`config.mk`:
```
export PLATFORM = sky130hd
export DESIGN_NAME = phys_reg_free_list
export DESIGN_NICKNAME = d
export VERILOG_FILES = /design/src/rtl/phys_reg_free_list.sv
export SDC_FILE = /design/constraint.sdc
export NUM_CORES = 1
export LEC_CHECK = 0
export ABC_AREA = 1
export CAP_MARGIN = 40
export CORE_ASPECT_RATIO = 0.8
export CORE_MARGIN = 2
export CORE_UTILIZATION = 45
export DETAILED_ROUTE_END_ITERATION = 12
export HOLD_SLACK_MARGIN = 0.03
export PLACE_DENSITY_LB_ADDON = 0.15
export RECOVER_POWER = 50
export SYNTH_ARGS = -nofsm -noshare
export SYNTH_HDL_FRONTEND = slang
export SYNTH_SLANG_ARGS = --single-unit
export TNS_END_PERCENT = 20
```
`constraint.sdc`:
```
create_clock -name clk -period 16.4 [get_ports clk]
set_input_delay 2.46 -clock clk [delete_from_list [all_inputs] [get_ports clk]]
set_output_delay 2.46 -clock clk [all_outputs]
set_load 0.02 [all_outputs]
```
`src/rtl/phys_reg_free_list.sv`:
```
// Circular free list of physical register tags feeding rename: zero-latency head tag, commit-time reclaim, squash rewind.
// Optional feature FREELIST_BYPASS_EN: when empty, a same-cycle release is forwarded straight to a requesting allocation.
module phys_reg_free_list #(
    parameter int PHYS_REGS = 64,
    parameter int ARCH_REGS = 32,
    parameter int TAG_W     = 6,
    parameter int DEPTH     = PHYS_REGS - ARCH_REGS
) (
    input  logic                     clk,
    input  logic                     reset,
    input  logic                     alloc_req,
    output logic                     alloc_ready,
    output logic [TAG_W-1:0]         alloc_tag,
    input  logic                     rel_valid,
    input  logic [TAG_W-1:0]         rel_tag,
    input  logic                     recover,
    input  logic [$clog2(DEPTH):0]   recover_cnt,
    output logic [$clog2(DEPTH):0]   free_count,
    output logic                     overflow_err
);

    localparam int PTR_W = (DEPTH > 1) ? $clog2(DEPTH) : 1;
    localparam int CNT_W = $clog2(DEPTH) + 1;

    generate
        if (TAG_W != $clog2(PHYS_REGS)) begin : g_bad_tag_w
            $error("TAG_W must equal clog2(PHYS_REGS)");
        end
    endgenerate

    logic [TAG_W-1:0] entry [DEPTH];
    logic [PTR_W-1:0] head;
    logic [PTR_W-1:0] tail;
    logic [CNT_W-1:0] count;

    logic             empty;
    logic             full;
    logic             bypass_avail;
    logic             bypass_fire;
    logic             alloc_grant;
    logic             rel_acc;
    logic [PTR_W-1:0] head_next;
    logic [PTR_W-1:0] tail_next;
    logic [CNT_W-1:0] count_next;
    logic [CNT_W:0]   rewind_sum;
    logic [CNT_W:0]   count_sum;

    function automatic logic [PTR_W-1:0] ptr_inc(input logic [PTR_W-1:0] p);
        return (p == PTR_W'(DEPTH - 1)) ? '0 : p + PTR_W'(1);
    endfunction

    always_comb begin
        empty = (count == '0);
        full  = (count == CNT_W'(DEPTH));
`ifdef FREELIST_BYPASS_EN
        bypass_avail = empty && rel_valid;
`else
        bypass_avail = 1'b0;
`endif
        alloc_ready = !empty || bypass_avail;
        alloc_tag   = bypass_avail ? rel_tag : entry[head];
        // A forwarded tag never touches storage, so it must not also count as a release.
        bypass_fire = bypass_avail && alloc_req && !recover;
        alloc_grant = alloc_req && !empty && !recover;
        rel_acc     = rel_valid && !full && !bypass_fire;
    end

    always_comb begin
        // head + DEPTH - recover_cnt lies in [0, 2*DEPTH), so one conditional subtract wraps it.
        rewind_sum = (CNT_W+1)'(head) + (CNT_W+1)'(DEPTH) - (CNT_W+1)'(recover_cnt);
        if (rewind_sum >= (CNT_W+1)'(DEPTH)) begin
            rewind_sum = rewind_sum - (CNT_W+1)'(DEPTH);
        end

        if (recover) begin
            head_next = PTR_W'(rewind_sum);
        end else if (alloc_grant) begin
            head_next = ptr_inc(head);
        end else begin
            head_next = head;
        end

        tail_next = rel_acc ? ptr_inc(tail) : tail;

        count_sum = (CNT_W+1)'(count)
                  + (CNT_W+1)'(rel_acc)
                  + (recover ? (CNT_W+1)'(recover_cnt) : '0)
                  - (CNT_W+1)'(alloc_grant);
        count_next = CNT_W'(count_sum);
    end

    always_ff @(posedge clk or posedge reset) begin
        if (reset) begin
            head         <= '0;
            tail         <= '0;
            count        <= CNT_W'(DEPTH);
            overflow_err <= 1'b0;
        end else begin
            head  <= head_next;
            tail  <= tail_next;
            count <= count_next;
            if (rel_valid && full) begin
                overflow_err <= 1'b1;
            end
        end
    end

    always_ff @(posedge clk or posedge reset) begin
        if (reset) begin
            for (int i = 0; i < DEPTH; i++) begin
                entry[i] <= TAG_W'(ARCH_REGS + i);
            end
        end else if (rel_acc) begin
            entry[tail] <= rel_tag;
        end
    end

    assign free_count = count;

endmodule
```
Yosys cells after proc, flatten, opt, wreduce, memory -nomap -nowiden
Index checks and enable logic that the tools add are counted.
{"block": "word_totals", "register_bits": 209, "input_bits": 17, "output_inout_bits": 14}
{"block": "classes", "eq_ne": 3, "mux": 12, "n_addsub": 8, "n_reduce_logical": 10, "magnitude_cmp": 4, "bitwise": 2}
{"op": "192-bit bitwise mux", "count": 1}
{"op": "6-bit binary-select mux with 5-bit select", "count": 1}
{"op": "6-bit demux with 5-bit select", "count": 1}
{"op": "5-bit 2-to-1 mux", "count": 5}
{"op": "6-bit 2-to-1 mux", "count": 4}
{"op": "6-bit >= comparator, second input constant", "count": 2}
{"op": "5-bit inverter with 6-bit output", "count": 2}
{"op": "5-bit by 1-bit adder with 5-bit output, second input constant", "count": 2}
{"op": "5-bit equality test, second input constant", "count": 2}
{"op": "5-bit by 6-bit adder with 7-bit output, second input constant", "count": 1}
{"op": "7-bit by 6-bit >= comparator with 1-bit output, second input constant", "count": 1}
{"op": "7-bit by 6-bit subtractor with 7-bit output", "count": 1}
{"op": "6-bit by 1-bit adder with 6-bit output", "count": 1}
{"op": "6-bit adder", "count": 1}
{"op": "6-bit equality test, second input constant", "count": 1}
{"op": "6-bit zero test", "count": 1}
{"op": "6-bit by 1-bit less-than comparator with 1-bit output, second input constant", "count": 1}
{"op": "6-bit by 1-bit subtractor with 6-bit output", "count": 1}
{"op": "1-bit logical AND", "count": 5}
{"op": "5-bit by 1-bit subtractor with 5-bit output, second input constant", "count": 1}
{"op": "1-bit zero test", "count": 3}
{"op": "2-bit nonzero test", "count": 1}

Longest topological paths before layout
{"block": "depth", "ltp_word": 6, "mapped_depth": 12, "depth_no_buf": 11}

Worst setup path after synthesis
Ideal clock, no wire load.
{"block": "synth_timing", "kind": "input to register", "startpoint": "in recover", "endpoint": "reg count[4] (netlist: free_count[4])", "cell_stages": 9, "arrival_ns": 4.120, "t_required_ns": 16.321, "setup_ns": 0.079, "slack_ns": 12.200, "path_cell_list": "clkbuf_1 -> nor2_1 -> ha_1 -> inv_1 -> fa_1 -> inv_1 -> fa_1 -> o21ai_0 -> xor2_1"}
{"block": "synth_via", "elab_chain_len": 3, "elab_cells_between_ends": 5, "cone_classes": "add/sub (2); mux (1); reduce/logical (2)"}
{"element": "from (decl)", "line_no": "16", "text": "input logic recover,"}
{"element": "6-bit 2-to-1 mux / 1-bit zero test (equally long branches)", "line_no": "87, 64"}
{"element": "6-bit adder / 1-bit logical AND (equally long branches)", "line_no": "87, 64"}
{"element": "6-bit by 1-bit subtractor with 6-bit output (*)", "line_no": "88", "text": "- (CNT_W+1)'(alloc_grant);"}
{"element": "net count_sum[4]", "line_no": "46", "text": "logic [CNT_W:0] count_sum;"}
{"element": "to (signal assigned)", "line_no": "96", "text": "count <= CNT_W'(DEPTH);"}
{"element": "to (signal assigned)", "line_no": "101", "text": "count <= count_next;"}
{"element": "to (decl)", "line_no": "34", "text": "logic [CNT_W-1:0] count;"}
The timed path passes the listed nets; every way through them passes the cells marked *.
A chain may end at the register's enable or synchronous reset.

==> metrics <==
fraction of layout cells with a size suffix above 1 around 12%; worst-margin pin slew between 3 and 4 ns; P&R area growth vs syn 10.48%; post-synth top area share 26.83%; Setup crit start kind input port; worst-path fanout max 70; Worst R2R Path Depth 8; vias 9666; TritonCTS clock tree built; Iter 0 DRT Violations between 900 and 1000; CP most frequent cell clkbuf_1; max-capacitance violation count 3; number of synthesized flops with an enable pin 0; Mapped Cells 1477; clock slew at reported path FFs approximately 0.06 ns; crit share post-route 49.18%; Placed Area roughly 12000 um2; crit-path cells dlygate4sd3_1, clkinvlp_2, clkbuf_1, clkbuf_1, buf_16; final hold vios 0; area of the multi-input gates ~5000 um2; Port-buffer cells 30; Num CTS Buffers 23; DRT antenna net count 0; RR Startpoint free_count[0]; # nets final approximately 1500; Filler Cell Count between 2000 and 2500; largest net degree at the start of global routing 79; vias per inst about 5.4; Placement Setup Slack 11.03 ns; failing checks capacitance limit, slew limit; Die W ~180 um; Seq cells post-synth between 200 and 250; Critical Path Sink entry[76]; CTS H-tree lvls 1; clk sinks 209; most frequent cells in the layout nand2_1 (697), nand3_1 (283), dfstp_2 (113), dfrtp_1 (95), inv_1 (49); Crit path required time approximately 17 ns; core footprint 24250 um2; Tot Pwr between 0.002 and 0.0025 W; Cell Rows 51; outcome finished with violations; register area share after synthesis 48.54%; P_leak between 5 and 6 nW; final core utilization between 50% and 60%; Max Clock Freq 124.0 MHz; vias in the first global route approximately 9000; Slowest Stage Delay on Critical Path 2.80 ns; post-DP HPWL 20810 um; WP data arrival roughly 8.7 ns; clk_lat worst skew 0.52 ns; DR pass1 iterations 5; pwr dens 191.5 nW/um2; slowest CP cell clkbuf_1; setup ws final around 8.3 ns; Die ar. 25870 um2; Critical Path Sink Type async pin; Post-route DRC 0; register area between 5000 and 6000 um2; Routed WL ~32000 um; unrepaired setup endpoints after global routing false; Pins Over Slew Limit 161; average size of a mapped cell approximately 7.5 um2; Root Driver clkbuf_16; reg2reg end entry[26]; area leader, netlist dfstp_2; critical setup path kind in2async; Hold WC Path Type reg2reg; peak supply drop ~0.12 mV; GRT overflow 0; I/O Pins 31; ranking of synthesized cells by area dfstp_2 (27%), nand2_1 (24%), dfrtp_1 (22%); final instance area about 12000 um2; crit path launch reset; skew final ~0.016 ns; initial antenna violation count 0; Main synth FF type dfstp_2; final setup TNS 0 ns; Final Wtd Congestion roughly 0.90; Slew headroom -157.5%; flop2flop setup slack 13.25 ns; Post-Syn Nets around 1500; post-synthesis cell type count 31; hold_buf cts 0; CTS resizes 0; worst-case clock buffer depth 3; n_diodes 0; Syn. warnings 0; gr usage total 25.83%; Initial Utilization around 46%; Routed wire per std cell about 18 um; Synth async-reset ratio 100.0%; commonest non-fill, non-tap cell in the layout nand2_1; postcts setup bufs 0; die height roughly 140 um; synthesized cell area ~11000 um2; global-route wire length before repair 51940 um; Final Critical Period roughly 8.1 ns; final setup vio count 0
## kinds of logic (layout without fill, tap and decap cells)
group | Yosys count | in the layout | share of synthesized area (%)
adders and majority gates | 23 | 23 | 2.804
AOI/OAI and AO/OA | 70 | 70 | 3.245
buffers and inverters | 150 | 151 | 6.365
DFF | 209 | 209 | 48.54
xor gates and xnor gates | 10 | 10 | 0.7914
and+or+nand+nor | 1015 | 1015 | 38.26
## how the worst min path moves through the flow
stage	from	endpoint	slack (ns)	cells past startpoint
2_1_floorplan	entry[109]	entry[109]	0.44	2
3_3_place_gp	entry[108]	entry[108]	0.45	2
3_5_place_dp	entry[21]	entry[21]	0.45	2
4_1_cts	entry[21]	entry[21]	0.46	2
5_1_grt	entry[70]	entry[70]	0.47	2
6_report	entry[21]	entry[21]	0.46	2
## flip-flops by register name (all words and copies together), names as in the netlist
name          flops
free_count        6
entry           192
overflow_err      1
head              5
tail              5
## layout make-up
type | instances | area share, %
Sequential cell | 209 | 43.94
Multi-Input combinational cell | 1118 | 40.98
Clock buffer | 37 | 5.465
Timing Repair Buffer | 53 | 4.165
Tap cell | 318 | 3.254
Inverter | 56 | 1.729
Clock inverter | 5 | 0.4605
## per-stage QoR
stage	cells	hold slack, ns
floorplan	1477	0.4417
global placement	1750	0.4496
detailed placement	1754	0.4524
CTS	1796	0.4616
global route	1796	0.4693
finish	1796	0.4595
## report_power, final
part           leakage, nW  total [W]  internal, W  switching (W)
clock network        0.351   0.000506     0.000294       0.000211
registers             2.41   0.000935     0.000792       0.000143
logic                 3.19   0.000900     0.000307       0.000594
## worst max-delay path: cells and delay by family
kind,cells,cell delay (ns)
buffers and inverters,5,6.17
## Yosys cell counts (8+ instances only)
cell type and instances:
nand2_1 696, nand3_1 283, dfstp_2 113, dfrtp_1 96
inv_1 50, clkbuf_1 40, buf_2 32, a21oi_1 31
o21ai_0 31, ha_1 20, nor2_1 20, buf_6 13
buf_1 8
## routing by layer
layer	global-route usage (%)	vias up	part of all wire [%]
li1	-	4703	-
met1	39.30	4638	48
met5	0	-	0
met2	38.86	272	44
met4	5.857	0	2.1
met3	3.733	53	5.4
No activity file was read; power rests on OpenSTA's default activity.
